`src/rtl/ps2_pkg.sv`:
```
// Shared constants, FSM state type and helpers for the PS/2 set-2 key encoder.
// Latency/backpressure: n/a (definitions only).
package ps2_pkg;
   localparam int PS2_KEY_W = 65;

   localparam logic [7:0] PS2_E0     = 8'hE0;
   localparam logic [7:0] PS2_F0     = 8'hF0;
   localparam logic [7:0] PS2_E1     = 8'hE1;
   localparam logic [7:0] PS2_PRN_12 = 8'h12;
   localparam logic [7:0] PS2_PRN_7C = 8'h7C;

   typedef enum logic [2:0] {
      ST_IDLE,
      ST_PFX,
      ST_PAUSE,
      ST_PRN_MK,
      ST_PRN_BRK
   } ps2_enc_state_t;

   // True when 'code' appears in one of the prefix lanes [31:8] of an event word.
   function automatic logic prefix_has(input logic [63:0] dat, input logic [7:0] code);
      return (dat[15:8] == code) || (dat[23:16] == code) || (dat[31:24] == code);
   endfunction
endpackage

```
`src/rtl/ps2_key_encoder_if.sv`:
```
// Scancode byte feed in, toggle-stamped key events out.
// Latency/backpressure: n/a (signal bundle); the byte feed has no backpressure.
interface ps2_key_encoder_if;
   import ps2_pkg::*;

   logic [7:0]           byte_in;
   logic                 byte_valid;
   logic [PS2_KEY_W-1:0] ps2_key;
   logic                 key_stb;
   logic                 seq_err;

   modport master (output byte_in, byte_valid, input  ps2_key, key_stb, seq_err);
   modport slave  (input  byte_in, byte_valid, output ps2_key, key_stb, seq_err);
endinterface

```
`src/rtl/ps2_held_map.sv`:
```
// 512x1 held-key bitmap indexed by {extended, code}; built only with PS2_TYPEMATIC_FILTER_EN.
// Latency: combinational read, 1-cycle write; after reset a 512-cycle clearing sweep holds busy high.
`ifdef PS2_TYPEMATIC_FILTER_EN
module ps2_held_map (
   input  logic       clk_sys,
   input  logic       reset,
   input  logic [8:0] rd_idx,
   output logic       rd_hit,
   input  logic       wr_en,
   input  logic [8:0] wr_idx,
   input  logic       wr_val,
   output logic       busy
);
   logic [511:0] map;
   logic [8:0]   swp_idx;
   logic         swp_on;

   // The map itself has no reset; it is cleared one bit per cycle instead.
   always_ff @(posedge clk_sys) begin
      if (reset) begin
         swp_idx <= '0;
         swp_on  <= 1'b1;
      end else if (swp_on) begin
         map[swp_idx] <= 1'b0;
         swp_idx      <= swp_idx + 9'd1;
         if (swp_idx == 9'd511)
            swp_on <= 1'b0;
      end else if (wr_en) begin
         map[wr_idx] <= wr_val;
      end
   end

   assign rd_hit = map[rd_idx];
   assign busy   = swp_on;
endmodule
`endif

```
`src/rtl/ps2_key_encoder.sv`:
```
// Assembles PS/2 set-2 bytes into 65-bit toggle-stamped events; optional typematic filter via PS2_TYPEMATIC_FILTER_EN.
// Latency: event registered 1 cycle after the final byte; backpressure: none, one byte per cycle accepted.
module ps2_key_encoder
   import ps2_pkg::*;
#(
   parameter logic [23:0] TIMEOUT_CYC = 24'd1_200_000
) (
   input  logic               clk_sys,
   input  logic               reset,
   ps2_key_encoder_if.slave   bus
);
   ps2_enc_state_t st, st_nx;
   logic [63:0] acc, acc_nx, sh, ev_dat, ev2_dat, pend_dat, out_dat;
   logic [3:0]  n, n_nx;
   logic [23:0] tmo;
   logic [7:0]  b;
   logic        is_pfx, ev_vld, ev_map, ev2_vld, err, clr;
   logic        pend_vld, pend_ld, keep, suppress, out_vld;
   logic [PS2_KEY_W-1:0] key_q;
   logic        stb_q, err_q;

   assign b      = bus.byte_in;
   assign sh     = {acc[55:0], b};
   assign is_pfx = (b == PS2_E0) || (b == PS2_F0);

   always_comb begin
      st_nx   = st;
      acc_nx  = acc;
      n_nx    = n;
      ev_vld  = 1'b0;
      ev_map  = 1'b0;
      ev_dat  = sh;
      ev2_vld = 1'b0;
      ev2_dat = {56'd0, b};
      err     = 1'b0;
      clr     = 1'b0;
      if (bus.byte_valid) begin
         case (st)
            ST_IDLE: begin
               if (is_pfx) begin
                  acc_nx = sh; n_nx = 4'd1; st_nx = ST_PFX;
               end else if (b == PS2_E1) begin
                  acc_nx = sh; n_nx = 4'd1; st_nx = ST_PAUSE;
               end else begin
                  ev_vld = 1'b1; ev_map = 1'b1;
               end
            end
            ST_PFX: begin
               if (is_pfx) begin
                  if (n < 4'd3) begin
                     acc_nx = sh; n_nx = n + 4'd1;
                  end else begin
                     err = 1'b1;
                  end
               end else if (n == 4'd1 && acc[7:0] == PS2_E0 && b == PS2_PRN_12) begin
                  acc_nx = sh; n_nx = 4'd2; st_nx = ST_PRN_MK;
               end else if (n == 4'd2 && acc[15:0] == {PS2_E0, PS2_F0} && b == PS2_PRN_7C) begin
                  acc_nx = sh; n_nx = 4'd3; st_nx = ST_PRN_BRK;
               end else begin
                  ev_vld = 1'b1; ev_map = 1'b1; clr = 1'b1;
               end
            end
            ST_PRN_MK: begin
               if (n == 4'd2 && b == PS2_E0) begin
                  acc_nx = sh; n_nx = 4'd3;
               end else if (n == 4'd3 && b == PS2_PRN_7C) begin
                  ev_vld = 1'b1; clr = 1'b1;
               end else begin
                  // Not a print-screen after all: flush E0 12, then treat this byte as a fresh start.
                  ev_vld = 1'b1;
                  ev_dat = {48'd0, PS2_E0, PS2_PRN_12};
                  if (is_pfx) begin
                     acc_nx = {56'd0, b}; n_nx = 4'd1; st_nx = ST_PFX;
                  end else if (b == PS2_E1) begin
                     acc_nx = {56'd0, b}; n_nx = 4'd1; st_nx = ST_PAUSE;
                  end else begin
                     ev2_vld = 1'b1; clr = 1'b1;
                  end
               end
            end
            ST_PRN_BRK: begin
               if ((n == 4'd3 && b == PS2_E0) || (n == 4'd4 && b == PS2_F0)) begin
                  acc_nx = sh; n_nx = n + 4'd1;
               end else if (n == 4'd5 && b == PS2_PRN_12) begin
                  ev_vld = 1'b1; clr = 1'b1;
               end else begin
                  err = 1'b1;
               end
            end
            ST_PAUSE: begin
               if (n == 4'd7) begin
                  ev_vld = 1'b1; clr = 1'b1;
               end else begin
                  acc_nx = sh; n_nx = n + 4'd1;
               end
            end
            default: err = 1'b1;
         endcase
      end else if (st != ST_IDLE && tmo == TIMEOUT_CYC - 24'd1) begin
         err = 1'b1;
      end
      if (err || clr) begin
         acc_nx = '0; n_nx = '0; st_nx = ST_IDLE;
      end
   end

`ifdef PS2_TYPEMATIC_FILTER_EN
   logic map_ext, map_brk, map_hit, map_busy;
   assign map_ext = prefix_has(ev_dat, PS2_E0);
   assign map_brk = prefix_has(ev_dat, PS2_F0);

   ps2_held_map u_held_map (
      .clk_sys (clk_sys),
      .reset   (reset),
      .rd_idx  ({map_ext, ev_dat[7:0]}),
      .rd_hit  (map_hit),
      .wr_en   (ev_vld & ev_map & ~map_busy),
      .wr_idx  ({map_ext, ev_dat[7:0]}),
      .wr_val  (~map_brk),
      .busy    (map_busy)
   );
   assign suppress = ~map_brk & map_hit & ~map_busy;
`else
   assign suppress = 1'b0;
`endif

   // A deferred event (from the print-screen fallback) goes out first; a new event behind it waits one cycle.
   assign keep    = ~(ev_map & suppress);
   assign out_vld = pend_vld | (ev_vld & keep);
   assign out_dat = pend_vld ? pend_dat : ev_dat;
   assign pend_ld = ev2_vld | (pend_vld & ev_vld & keep);

   always_ff @(posedge clk_sys) begin
      if (reset) begin
         st       <= ST_IDLE;
         acc      <= '0;
         n        <= '0;
         tmo      <= '0;
         pend_vld <= 1'b0;
         pend_dat <= '0;
         key_q    <= '0;
         stb_q    <= 1'b0;
         err_q    <= 1'b0;
      end else begin
         st    <= st_nx;
         acc   <= acc_nx;
         n     <= n_nx;
         stb_q <= out_vld;
         err_q <= err;
         if (bus.byte_valid || st == ST_IDLE || err)
            tmo <= '0;
         else
            tmo <= tmo + 24'd1;
         pend_vld <= pend_ld;
         if (pend_ld)
            pend_dat <= ev2_vld ? ev2_dat : ev_dat;
         if (out_vld)
            key_q <= {~key_q[64], out_dat};
      end
   end

   assign bus.ps2_key = key_q;
   assign bus.key_stb = stb_q;
   assign bus.seq_err = err_q;
endmodule

```
`src/flat_wrapper.sv`:
```
// flat-port wrapper written by rule: the top's interface ports become plain ports
module ps2_key_encoder_flat import ps2_pkg::*;
#(
   parameter logic [23:0] TIMEOUT_CYC = 24'd1_200_000
)
  (clk_sys, reset, bus_byte_in, bus_byte_valid, bus_ps2_key, bus_key_stb, bus_seq_err);
  ps2_key_encoder_if bus_i ();
  input  logic clk_sys;
  input  logic reset;
  input wire logic [$bits(bus_i.byte_in)-1:0] bus_byte_in;
  input wire logic [$bits(bus_i.byte_valid)-1:0] bus_byte_valid;
  output wire logic [$bits(bus_i.ps2_key)-1:0] bus_ps2_key;
  output wire logic [$bits(bus_i.key_stb)-1:0] bus_key_stb;
  output wire logic [$bits(bus_i.seq_err)-1:0] bus_seq_err;
  assign bus_i.byte_in = bus_byte_in;
  assign bus_i.byte_valid = bus_byte_valid;
  assign bus_ps2_key = bus_i.ps2_key;
  assign bus_key_stb = bus_i.key_stb;
  assign bus_seq_err = bus_i.seq_err;
  ps2_key_encoder #(.TIMEOUT_CYC(TIMEOUT_CYC)) u_core (.clk_sys(clk_sys), .reset(reset), .bus(bus_i));
endmodule
```
`config.mk`:
```
export PLATFORM = sky130hd
export DESIGN_NAME = ps2_key_encoder_flat
export DESIGN_NICKNAME = d
export VERILOG_FILES = /design/src/rtl/ps2_pkg.sv /design/src/rtl/ps2_key_encoder_if.sv /design/src/rtl/ps2_held_map.sv /design/src/rtl/ps2_key_encoder.sv /design/src/flat_wrapper.sv
export SDC_FILE = /design/constraint.sdc
export NUM_CORES = 1
export LEC_CHECK = 0
export ABC_AREA = 1
export BUFFER_PORTS_ARGS = -buffer_cell sky130_fd_sc_hd__buf_2
export CAP_MARGIN = 20
export CORE_ASPECT_RATIO = 0.8
export CORE_UTILIZATION = 50
export CTS_CLUSTER_DIAMETER = 200
export DETAILED_ROUTE_END_ITERATION = 12
export HOLD_SLACK_MARGIN = 0.03
export PLACE_DENSITY = 0.68
export SLEW_MARGIN = 10
export SYNTH_ARGS = -nofsm -noshare
export SYNTH_HDL_FRONTEND = slang
export SYNTH_HIERARCHICAL = 1
export SYNTH_SLANG_ARGS = --single-unit
```
`constraint.sdc`:
```
create_clock -name clk_sys -period 2.4 [get_ports clk_sys]
set_input_delay 0.72 -clock clk_sys [delete_from_list [all_inputs] [get_ports clk_sys]]
set_output_delay 0.72 -clock clk_sys [all_outputs]
set_load 0.01 [all_outputs]
```
== After elaboration in Yosys (flattened, before gate mapping) ==
Index checks and enable logic that the tools add are counted.
Word-level totals
  output and inout bits: 67
  flip-flop bits (word level): 219
  logic and storage cells: 134
  input port bits: 11
Cells by class
  mux-type cells: 64
  bitwise operators: 4
  add/subtract/negate cells: 2
  $lt $le $gt $ge: 1
  reduce and logical (&&, ||, !) cells: 25
  equal/unequal tests: 29
Operator list (number)
  $mux W56: 12
  $mux W64: 6
  $pmux W56 S5: 1
  $mux W4: 10
  $eq A8 B8 Y1 const B: 4
  $add A24 B1 Y24 const B: 1
  $eq A24 B21 Y1 const B: 1
  $mux W1: 23
  $mux W3: 7
  $pmux W4 S5: 1
  $eq A16 B16 Y1 const B: 1
  $eq A4 B3 Y1 const B: 3
  $logic_and A1 B1 Y1: 10
  $pmux W3 S3: 1
  $reduce_and A9 Y1: 1
  $eq A4 B2 Y1 const B: 2
  $eq A8 B5 Y1 const B: 1
  $eq A8 B7 Y1 const B: 1
  $ne A2 B2 Y1 const B: 4
  $ne A4 B1 Y1 const B: 2
  $reduce_and A7 Y1: 1
  $eq A3 B2 Y1 const B: 2
  $ne A3 B1 Y1 const B: 2
  $reduce_and A6 Y1: 1
  other kinds (20): 27

== Logic depth before layout (Yosys ltp) ==
  depth after elaboration: 10
  mapped depth: 16
  gate-level depth less buffers: 14

== Least setup slack after synthesis ==
No wires, ideal clock.
  kind: input port to flip-flop
  from: input port bus_byte_in[2]
  to: register u_core.key_q[42] (netlist: u_core/bus.ps2_key[42])
  cell stages on the path: 14
  path buffers: 2
  data arrival time: 2.079 ns
  setup time: 0.113 ns
  path slack: 0.208 ns
  data required time: 2.287 ns
  cell sequence: nor2_2 nand3_1 nor2_1 nand2_1 nand2_1 nand2_1 inv_2 nand3_2 nand2_2 nand2_4 buf_6 buf_4 o21ai_1 nor2_1
On the way
  word-level cells in the longest chain between the ends: 8
  elaborated cells between the ends (all ways): 30
  classes of those cells: eq/ne (5); mux (15); bitwise (1); reduce/logical (9)
RTL lines
  from (decl): line flat_wrapper.sv:10  | input wire logic [$bits(bus_i.byte_in)-1:0] bus_byte_in;
  $eq A8 B7 Y1: line ps2_key_encoder.sv:57, ps2_key_encoder.sv:66
  $logic_and A1 B1 Y1: line ps2_key_encoder.sv:57  | end else if (n == 4'd2 && acc[15:0] == {PS2_E0, PS2_F0} && b == PS2_PRN_7C) begin
  $mux W1: line ps2_key_encoder.sv:57
  $mux W1: line ps2_key_encoder.sv:55  | end else if (n == 4'd1 && acc[7:0] == PS2_E0 && b == PS2_PRN_12) begin
  $mux W1: line ps2_key_encoder.sv:49  | if (is_pfx) begin
  $pmux W1 S5: line ps2_key_encoder.sv:38  | case (st)
  $mux W1: line ps2_key_encoder.sv:37  | if (bus.byte_valid) begin
  $or A1 B1 Y1: line ps2_key_encoder.sv:129  | assign out_vld = pend_vld | (ev_vld & keep);
  to (signal assigned): line ps2_key_encoder.sv:158  | key_q <= {~key_q[64], out_dat};
  to (decl): line ps2_key_encoder.sv:19  | logic [PS2_KEY_W-1:0] key_q;
Parallel ways exist; a longest one is shown, timed or not.
A chain may end at the register's enable or synchronous reset.

== Worst setup path after layout ==
  from: register u_core.n[1]
  to: register u_core.key_q[20] (netlist: u_core/bus.ps2_key[20])
On the way
  word-level cells in the longest chain between the ends: 9
  elaborated cells between the ends (all ways): 31
  classes of those cells: eq/ne (6); mux (14); bitwise (1); reduce/logical (10)
RTL lines
  from (decl): line ps2_key_encoder.sv:14  | logic [3:0] n, n_nx;
  from (signal assigned): line ps2_key_encoder.sv:147  | n <= n_nx;
  $eq A4 B2 Y1: line ps2_key_encoder.sv:57, ps2_key_encoder.sv:64
  $logic_and A1 B1 Y1 (2 in series): line ps2_key_encoder.sv:57
  $mux W1: line ps2_key_encoder.sv:57
  $mux W1: line ps2_key_encoder.sv:55
  $mux W1: line ps2_key_encoder.sv:49
  $pmux W1 S5: line ps2_key_encoder.sv:38
  $mux W1: line ps2_key_encoder.sv:37
  $or A1 B1 Y1: line ps2_key_encoder.sv:129
Parallel ways exist; a longest one is shown, timed or not.

==> results.ini <==
[drt]
first_pass_iters=5
ant_nets=0
detailedRoute.firstIterationViolations=985
via_per_inst=5.31
routedWlPerCell_um=14.5
drc_errors=0
vias=10448
totalWireLength_mm=28.6

[final_layout]
nets=1701
fin_util=0.601
areaGrowthSynthToFinish_pct=17.5
final_layout_size_suffix_gt1_frac=0.127
num-fill-cells=1950
finalInstanceArea_um2=12500
antenna_cells=0

[flow_run]
maxCapViolCount=0

[setup_path]
cp.required_ps=2840
crit_path_max_incr_delay_ps=400
critPathKind=reg -> reg
end_kind=flip-flop
critPathLaunchType=flip-flop
worst_path_max_delay_cell=dfxtp_1
timing.critical_path.mode_cell=nor2_1
worst_ep_arrival_time_ps=2670
reg2regPathDepth=14
cp_cell_sequence=ha_1, inv_1, nor2_2, nand2_1, nor2_1, nand2_1, nand4_4, nand3_2, nand2_2, nand2_4, inv_4, buf_12, nor2_1, nor2_1
crit_fanout=20

[global_route]
grt.overflow.total=0
grt_pass1_wl_mm=47.0
antenna_found_initial=0
grt_use_total=0.259
grt_pass1_vias=9499
grt_max_degree=121

[clocking]
clkLatencyLatePin_ps=520
root_buffer=clkbuf_16
hold_buffers=0
clockBufferDepth=3
path_clk_slew_ps=60
h-tree-depth=1
clock-sinks=219
cts_buffers=24
cts_tree=yes

[synth]
ys_ff_latch=219
syn_area_um2=10600
yosysMostFrequentCell=nand2_1
yosysUniqueCellTypes=33
synth_fa_ha_area_frac=0.00590
synth.area.top_cells=dfxtp_1, nand2_1, nor2_1
ys.flop_type=dfxtp_1
synth_nets=1632
synth_top_area_share=0.413
synth_xor_area_frac=0.0198
synth_common_cells=nand2_1, nor2_1, dfxtp_1
synthCells=1616
synthArstFlopShare=0
muxShareOfSynthArea=0
synth_compound_area_frac=0.0814
synth_top_area_cell=dfxtp_1
synth_top_family_by_area=simple AND/OR/NAND/NOR gates
yosys_warnings=6
seq_area_frac_synth=0.413
synth-edff-count=0
postSynthAreaPerCell_um2=6.56
yosys.area_share.simple=0.374

[floorplanning]
die_area_um2=21800
core-area_um2=20800
die_w_um=165
die_y_um=132
initial_core_util=0.511
io_pins=78
placementRows=47

[sta]
min_period_ps=2230
fmax_mhz=449
skew_ps=8.88
setup_ws_ps=171
worst_pin_slew_ps=581
hold_violations=0
setup_tns_ps=0
period_share=0.929
rsz0062_at_grt=false
hold_ws_ps=449
maxSlewHeadroom=0.612
setup_viol=0
slew_viol_final=0

[placement]
placed_cell_area_um2=11600
hpwlAfterDp_mm=17.9
portBuffers=77
place_ws_ps=-219
gp_congestion=0.867

[worst_hold_path]
hold_depth=1
hp-class=reg -> reg

[power_and_ir_drop]
ir_worst_vdd_v=0.000544
p_leak_uw=0.00542
power-per-cell-area_nw_per_um2=641

[outcome]
status=completed

==> power by group <==
part / leakage (uW) / switching (uW) / internal, uW / total [uW]
clock network: 0.000387 / 1460 / 2180 / 3640
logic: 0.00326 / 378 / 212 / 590
registers: 0.00178 / 39.9 / 3710 / 3750
==> metal layers <==
layer  GRT usage  vias to the layer above  share of wire
met5           0                        -              0
met4      0.0510                        0          0.013
met3      0.0311                       31          0.053
met2       0.387                      293           0.43
met1       0.395                     4830           0.50
li1            -                     5294              -
==> sequential cells by signal, summed over array words and instances, names as in the netlist <==
name	count
u_core/bus.seq_err	1
u_core/acc	56
u_core/bus.ps2_key	65
u_core/pend_vld	1
u_core/tmo	24
u_core/st	3
u_core/pend_dat	64
u_core/bus.key_stb	1
u_core/n	4
==> area by class of cell <==
type,count,area (um^2),share of cell area
inverters,163,614,0.0493
clock buffers,36,727,0.0583
flip-flops and latches,219,4390,0.352
clock inverters,5,50.0,0.00401
well taps,269,337,0.0270
multi-input cells,1124,5120,0.411
repair buffers,153,1230,0.0985
==> worst max-delay path, delay by kind of cell, from the launching register on <==
kind / cells / cell delay, ps
adder cells (fa/ha/maj): 1 / 180
flip-flops: 1 / 400
buffers and inverters: 3 / 390
AND/OR/NAND/NOR: 10 / 1160
==> through the flow <==
stage	power, uW	std cells
floorplan	4160	1616
global placement	4390	1926
detailed placement	4390	1926
CTS	8040	1967
global route	8280	1969
finish	7990	1969
==> cell families after synthesis <==
logic type / Yosys count
AOI/OAI and AO/OA: 168
xor gates and xnor gates: 24
adders and majority gates: 5
buffers and inverters: 273
DFF: 219
and+or+nand+nor: 927
==> placed cells by master (no fill, tap or decap), types with 3 or more instances in the layout <==
master,instances
xor2_1,15
buf_4,55
buf_12,17
inv_2,8
inv_1,154
nor2_2,6
ha_1,5
a21oi_1,74
o21ai_0,56
nor2_1,329
buf_2,77
clkbuf_1,5
nand3_1,95
xnor2_1,9
dfxtp_1,217
nor3_1,12
nand3_2,3
o21ai_1,32
nor4_1,7
nand2_1,359
clkbuf_8,6
clkinv_2,4
clkbuf_16,27
nand4_1,108
==> path summary, 6_finish.rpt <==
check | start | to | slack (ps)
worst max-delay path | u_core/n[1]$_SDFFE_PP0P_ | u_core/bus.ps2_key[20]$_SDFFE_PP0P_ | 170
worst max register to register | u_core/n[1]$_SDFFE_PP0P_ | u_core/bus.ps2_key[20]$_SDFFE_PP0P_ | 170
worst min register to register | u_core/tmo[0]$_SDFF_PP0_ | u_core/tmo[0]$_SDFF_PP0_ | 450
worst min-delay path | u_core/tmo[0]$_SDFF_PP0_ | u_core/tmo[0]$_SDFF_PP0_ | 450
==> timing repair <==
action,CTS,global route
setup endpoints to repair,0,30
setup buffers,0,0
gates resized for setup,0,10
Note: power is estimated with default switching activity, not from simulation.
